===== config.mk =====
export PLATFORM = sky130hd
export DESIGN_NAME = ls395_shift_sequencer
export DESIGN_NICKNAME = d
export VERILOG_FILES = /design/src/rtl/ls395_seq_pkg.sv /design/src/rtl/rr_arbiter2.sv /design/src/rtl/ls395_shift_sequencer.sv
export SDC_FILE = /design/constraint.sdc
export NUM_CORES = 1
export LEC_CHECK = 0
export BUFFER_PORTS_ARGS = -buffer_cell sky130_fd_sc_hd__buf_4
export CAP_MARGIN = 10
export CORE_MARGIN = 5
export CORE_UTILIZATION = 35
export DETAILED_ROUTE_END_ITERATION = 7
export PLACE_DENSITY = 0.67
export SLEW_MARGIN = 20
export SYNTH_ARGS = -nofsm -noshare
export SYNTH_HDL_FRONTEND = slang
export SYNTH_SLANG_ARGS = --single-unit

===== constraint.sdc =====
create_clock -name iClk -period 2.4 [get_ports iClk]
set_input_delay 0 -clock iClk [delete_from_list [all_inputs] [get_ports iClk]]
set_output_delay 0 -clock iClk [all_outputs]
set_load 0.005 [all_outputs]

===== src/rtl/ls395_seq_pkg.sv =====
// Shared types for the LS395A shift sequencer.
// State encoding, register width and requester id.
package ls395_seq_pkg;

    localparam int SR_WIDTH = 4;
    localparam int CNT_W    = 2;

    typedef logic [CNT_W-1:0]    cnt_t;
    typedef logic [SR_WIDTH-1:0] word_t;
    typedef logic                req_id_t;

    typedef enum logic [1:0] {
        ST_IDLE,
        ST_LOAD,
        ST_SHIFT,
        ST_DONE
    } state_e;

endpackage


===== src/rtl/rr_arbiter2.sv =====
// Two-way round-robin arbiter with one-hot grant.
// The pointer names the requester holding priority.
module rr_arbiter2
    import ls395_seq_pkg::*;
(
    input  logic       clk_i,
    input  logic       clr_i,
    input  logic [1:0] req_i,
    input  logic       en_i,
    output logic [1:0] gnt_o,
    output req_id_t    id_o
);

    req_id_t ptr_q;
    req_id_t ptr_d;

    always_comb begin
        gnt_o = 2'b00;
        id_o  = 1'b0;
        if (en_i) begin
            if (ptr_q == 1'b0) begin
                if (req_i[0]) begin
                    gnt_o = 2'b01;
                    id_o  = 1'b0;
                end else if (req_i[1]) begin
                    gnt_o = 2'b10;
                    id_o  = 1'b1;
                end
            end else begin
                if (req_i[1]) begin
                    gnt_o = 2'b10;
                    id_o  = 1'b1;
                end else if (req_i[0]) begin
                    gnt_o = 2'b01;
                    id_o  = 1'b0;
                end
            end
        end
    end

    assign ptr_d = (gnt_o != 2'b00) ? ~id_o : ptr_q;

    always_ff @(posedge clk_i) begin
        if (clr_i) ptr_q <= 1'b0;
        else       ptr_q <= ptr_d;
    end

endmodule


===== src/rtl/ls395_shift_sequencer.sv =====
// Shares one LS395A-style register between two requesters:
// load, shift out MSB-first, loopback-check, return rx nibble.
module ls395_shift_sequencer
    import ls395_seq_pkg::*;
#(
    parameter int GAP_CYCLES = 0
) (
    input  logic                iClk,
    input  logic                iClr,
    input  logic [1:0]          iReq,
    input  logic [SR_WIDTH-1:0] iData0,
    input  logic [SR_WIDTH-1:0] iData1,
    input  logic                iSerIn,
    output logic [1:0]          oGnt,
    output logic                oSrClr,
    output logic                oSrLdSh,
    output logic                oSrOC,
    output logic                oSrSer,
    output logic [SR_WIDTH-1:0] oSrData,
    input  logic [SR_WIDTH-1:0] iSrQ,
    input  logic                iSrCarry,
    output logic                oBusy,
    output logic                oDone,
    output logic                oDoneId,
    output logic [SR_WIDTH-1:0] oRxData,
    output logic                oVerifyErr
);

    state_e  state_q, state_d;
    cnt_t    cnt_q, cnt_d;
    word_t   data_q, data_d;
    req_id_t id_q, id_d;
    word_t   chk_q, chk_d;
    word_t   rx_q, rx_d;
    logic    err_q, err_d;
    logic [3:0] gap_q, gap_d;

    logic    arb_en;
    req_id_t arb_id;

    assign arb_en = (state_q == ST_IDLE) && (gap_q == 4'd0) && !iClr;

    rr_arbiter2 u_arb (
        .clk_i (iClk),
        .clr_i (iClr),
        .req_i (iReq),
        .en_i  (arb_en),
        .gnt_o (oGnt),
        .id_o  (arb_id)
    );

    always_comb begin
        state_d = state_q;
        cnt_d   = cnt_q;
        data_d  = data_q;
        id_d    = id_q;
        chk_d   = chk_q;
        rx_d    = rx_q;
        err_d   = err_q;
        gap_d   = gap_q;
        unique case (state_q)
            ST_IDLE: begin
                if (gap_q != 4'd0) begin
                    gap_d = gap_q - 4'd1;
                end else if (oGnt != 2'b00) begin
                    data_d  = oGnt[1] ? iData1 : iData0;
                    id_d    = arb_id;
                    state_d = ST_LOAD;
                end
            end
            ST_LOAD: begin
                chk_d   = {chk_q[SR_WIDTH-2:0], iSrCarry};
                cnt_d   = '0;
                state_d = ST_SHIFT;
            end
            ST_SHIFT: begin
                // Carry bits arrive c3 first, so they assemble MSB-first.
                if (cnt_q != cnt_t'(SR_WIDTH - 1)) begin
                    chk_d = {chk_q[SR_WIDTH-2:0], iSrCarry};
                    cnt_d = cnt_q + cnt_t'(1);
                end else begin
                    rx_d    = iSrQ;
                    err_d   = (chk_q != data_q);
                    state_d = ST_DONE;
                end
            end
            ST_DONE: begin
                gap_d   = 4'(GAP_CYCLES);
                state_d = ST_IDLE;
            end
            default: state_d = ST_IDLE;
        endcase
    end

    always_ff @(posedge iClk) begin
        if (iClr) begin
            state_q <= ST_IDLE;
            cnt_q   <= '0;
            data_q  <= '0;
            id_q    <= 1'b0;
            chk_q   <= '0;
            rx_q    <= '0;
            err_q   <= 1'b0;
            gap_q   <= 4'd0;
        end else begin
            state_q <= state_d;
            cnt_q   <= cnt_d;
            data_q  <= data_d;
            id_q    <= id_d;
            chk_q   <= chk_d;
            rx_q    <= rx_d;
            err_q   <= err_d;
            gap_q   <= gap_d;
        end
    end

    assign oSrClr     = (state_q == ST_IDLE);
    assign oSrOC      = (state_q == ST_IDLE);
    assign oSrLdSh    = (state_q == ST_LOAD);
    assign oSrSer     = (state_q == ST_SHIFT) && iSerIn;
    assign oSrData    = data_q;
    assign oBusy      = (state_q != ST_IDLE);
    assign oDone      = (state_q == ST_DONE);
    assign oDoneId    = id_q;
    assign oRxData    = rx_q;
    assign oVerifyErr = err_q;

endmodule

==> flow_metrics.py <==
metrics = {
    "global_route": {
        "grt_pass1_vias": 1179,
        "antenna_found_initial": 1,
        "grt.total_usage_pct": 12.5,
        "grt_pass1_wl_mm": 5.04,
        "grt_max_degree": 28,
        "overflow": 0,
    },
    "worst_setup_path": {
        "cp_slowest_cell": "nand4bb_1",
        "crit_family": "simple AND/OR/NAND/NOR gates",
        "max_stage_delay_ns": 0.44,
        "end_kind": "output port",
        "cp-start-kind": "flip-flop",
        "path_class": "flip-flop to output port",
        "crit_chain": "inv_1 -> ha_1 -> nand4bb_1 -> nor3_1 -> buf_4",
        "critPathRequiredTime_ns": 2.40,
        "critPathBufInv": 2,
        "critPathMaxFanout": 8,
        "cp.arrival_ns": 2.03,
    },
    "floorplan": {
        "die_w_um": 69.3,
        "die_height_um": 69.3,
        "die_area_sq_mm": 0.00480,
        "coreArea_sq_mm": 0.00336,
        "initial_core_util_pct": 36.6,
        "ioPinCount": 36,
        "rows": 21,
    },
    "detailed_routing": {
        "wl_mm": 2.81,
        "drc": 0,
        "viasPerCell": 4.93,
        "detail_route.first_pass.iterations": 4,
        "ant_nets": 0,
        "post_drt_wl_per_cell_um": 13.1,
        "drt_iter0_markers": 36,
        "num_vias": 1056,
    },
    "cts": {
        "cts_tree": "built",
        "cts_buffers": 3,
        "clkTransAtPathRegs_ns": 0.13,
        "htree_levels": 1,
        "clk_latency_ns": 0.30,
        "cts-hold-fix-buffers": 5,
        "clock_sinks": 23,
        "cts_root_buf": "clkbuf_4",
        "post_cts_resized": 0,
        "cts_buffer_depth": 2,
        "post_cts_buffers": 0,
    },
    "power_and_ir_drop": {
        "p_leak_nw": 0.684,
        "vdd_drop_max_v": 0.000551,
        "powerDensity_mw_per_mm2": 1110,
    },
    "placement": {
        "gp_congestion": 0.690,
        "hpwl_mm": 2.19,
        "portBuffers": 35,
        "place_area_sq_mm": 0.00150,
    },
    "job": {
        "maxCapViolCount": 0,
    },
    "logic_synthesis": {
        "synth_top_area_cell": "dfxtp_1",
        "ys_top_cells_by_area": "dfxtp_1 (37%), mux2i_1 (8.1%), ha_1 (7.1%)",
        "synth_top_area_share_pct": 37.4,
        "yosys_register_bits": 23,
        "synthCells": 130,
        "avgSynthCellArea_sq_um": 9.46,
        "syn_nets": 155,
        "synth_cell_types": 38,
        "synth-warning-count": 0,
        "syn_area_sq_mm": 0.00123,
        "synth_seq_area_share_pct": 37.4,
    },
    "sta": {
        "worst_hold_slack_ns": 0.0645,
        "fin_crit_ns": 2.03,
        "max_freq_mhz": 493,
        "rsz0062_at_grt": "false",
        "max_slew_margin_pct": 68.1,
        "hold_violations": 0,
        "setup_tns_ns": 0,
        "skew_ns": 0.00395,
        "worst_pin_slew_ns": 0.476,
        "slew_violations": 0,
        "fin_crit_sh_pct": 84.6,
        "setup_viol": 0,
    },
    "cells_and_area": {
        "synthToLayoutAreaGrowth_pct": 28.5,
        "fin_area_sq_mm": 0.00158,
        "layout_common_cells": "buf_4 (35), dfxtp_1 (23), nor2_1 (18), mux2i_1 (10)",
        "fill_cells": 369,
        "drive_gt1_share_pct": 32.3,
        "finalNetCount": 193,
        "post-route-util_pct": 47.0,
        "layout_commonest_cell": "buf_4",
    },
    "hold_path": {
        "hold_class": "input port to flip-flop",
    },
    "outcome": {
        "status": "finished clean",
    },
}
[synthesized netlist by cell type, drive strengths merged]
master,number
a211oi,4
a21oi,7
a22oi,2
a41oi,1
and2,1
buf,6
clkbuf,1
dfxtp,23
ha,7
inv,7
mux2i,10
nand2,8
nand3,4
nand4bb,1
nor2,21
nor2b,2
nor3,6
nor3b,3
nor4,1
nor4b,2
o21a,2
o21ai,5
o22ai,1
o41ai,1
xnor2,4
[per-layer routing]
metal / GRT usage (%) / share of wire (%)
met1: 12.6 / 37
met2: 23.6 / 56
met4: 6.51 / 3.6
met5: 0 / 0
met3: 2.75 / 3.3
[cells by family after synthesis]
group                      count (synthesis)  synth area share (%)
AOI/OAI and AO/OA                         23                  14.5
xor gates and xnor gates                   4                  2.85
and+or+nand+nor                           49                  23.7
muxes                                     10                  8.14
adders and majority gates                  7                  7.12
buffers and inverters                     14                  6.20
DFF                                       23                  37.4
[worst min-delay path, stage by stage]
cell and delay (ns):
buf_4 0.11, mux2i_1 0.14, a211oi_2 0.08
[report_power, final]
group / switching, mW / leakage (nW) / internal, mW
Clock: 0.112 / 0.0177 / 0.0621
Combinational: 0.508 / 0.479 / 0.487
Sequential: 0.102 / 0.188 / 0.481
Total: 0.722 / 0.684 / 1.03
[cell type report]
class                           instances  area, sq um  share of cell area, %
Antenna cell                            1         2.50                  0.158
Clock buffer                            3         22.5                   1.43
Clock inverter                          1         5.00                  0.317
Inverter                                7         26.3                   1.66
Multi-Input combinational cell         93          693                   43.9
Sequential cell                        23          460                   29.1
Tap cell                               46         57.6                   3.64
Timing Repair Buffer                   40          313                   19.8
[metrics by stage]
| step | power [mW] | cells | setup slack (ns) |
|---|---|---|---|
| finish | 1.75 | 214 | 0.370 |
| global placement | 1.53 | 204 | 0.683 |
| floorplan | 1.35 | 130 | 0.884 |
| CTS | 1.78 | 213 | 0.382 |
| detailed placement | 1.59 | 204 | 0.529 |
| global route | 1.92 | 214 | 0.168 |
[final timing paths]
check	from	to	slack, ns	cells past startpoint
max reg2reg	state_q[0]	oSrData[2]	0.49	6
min	iData1[3]	oSrData[3]	0.06	3
max	state_q[0]	oGnt[1]	0.37	5
min reg2reg	oRxData[1]	oRxData[1]	0.48	2
[registers in the layout, indices dropped and copies added, names as in the netlist]
signal and cells:
gap_q 4, oRxData 4, u_arb.ptr_q 1, oDoneId 1
chk_q 4, oSrData 4, oVerifyErr 1, state_q 2
cnt_q 2
Power figures use the tool's default switching activity.
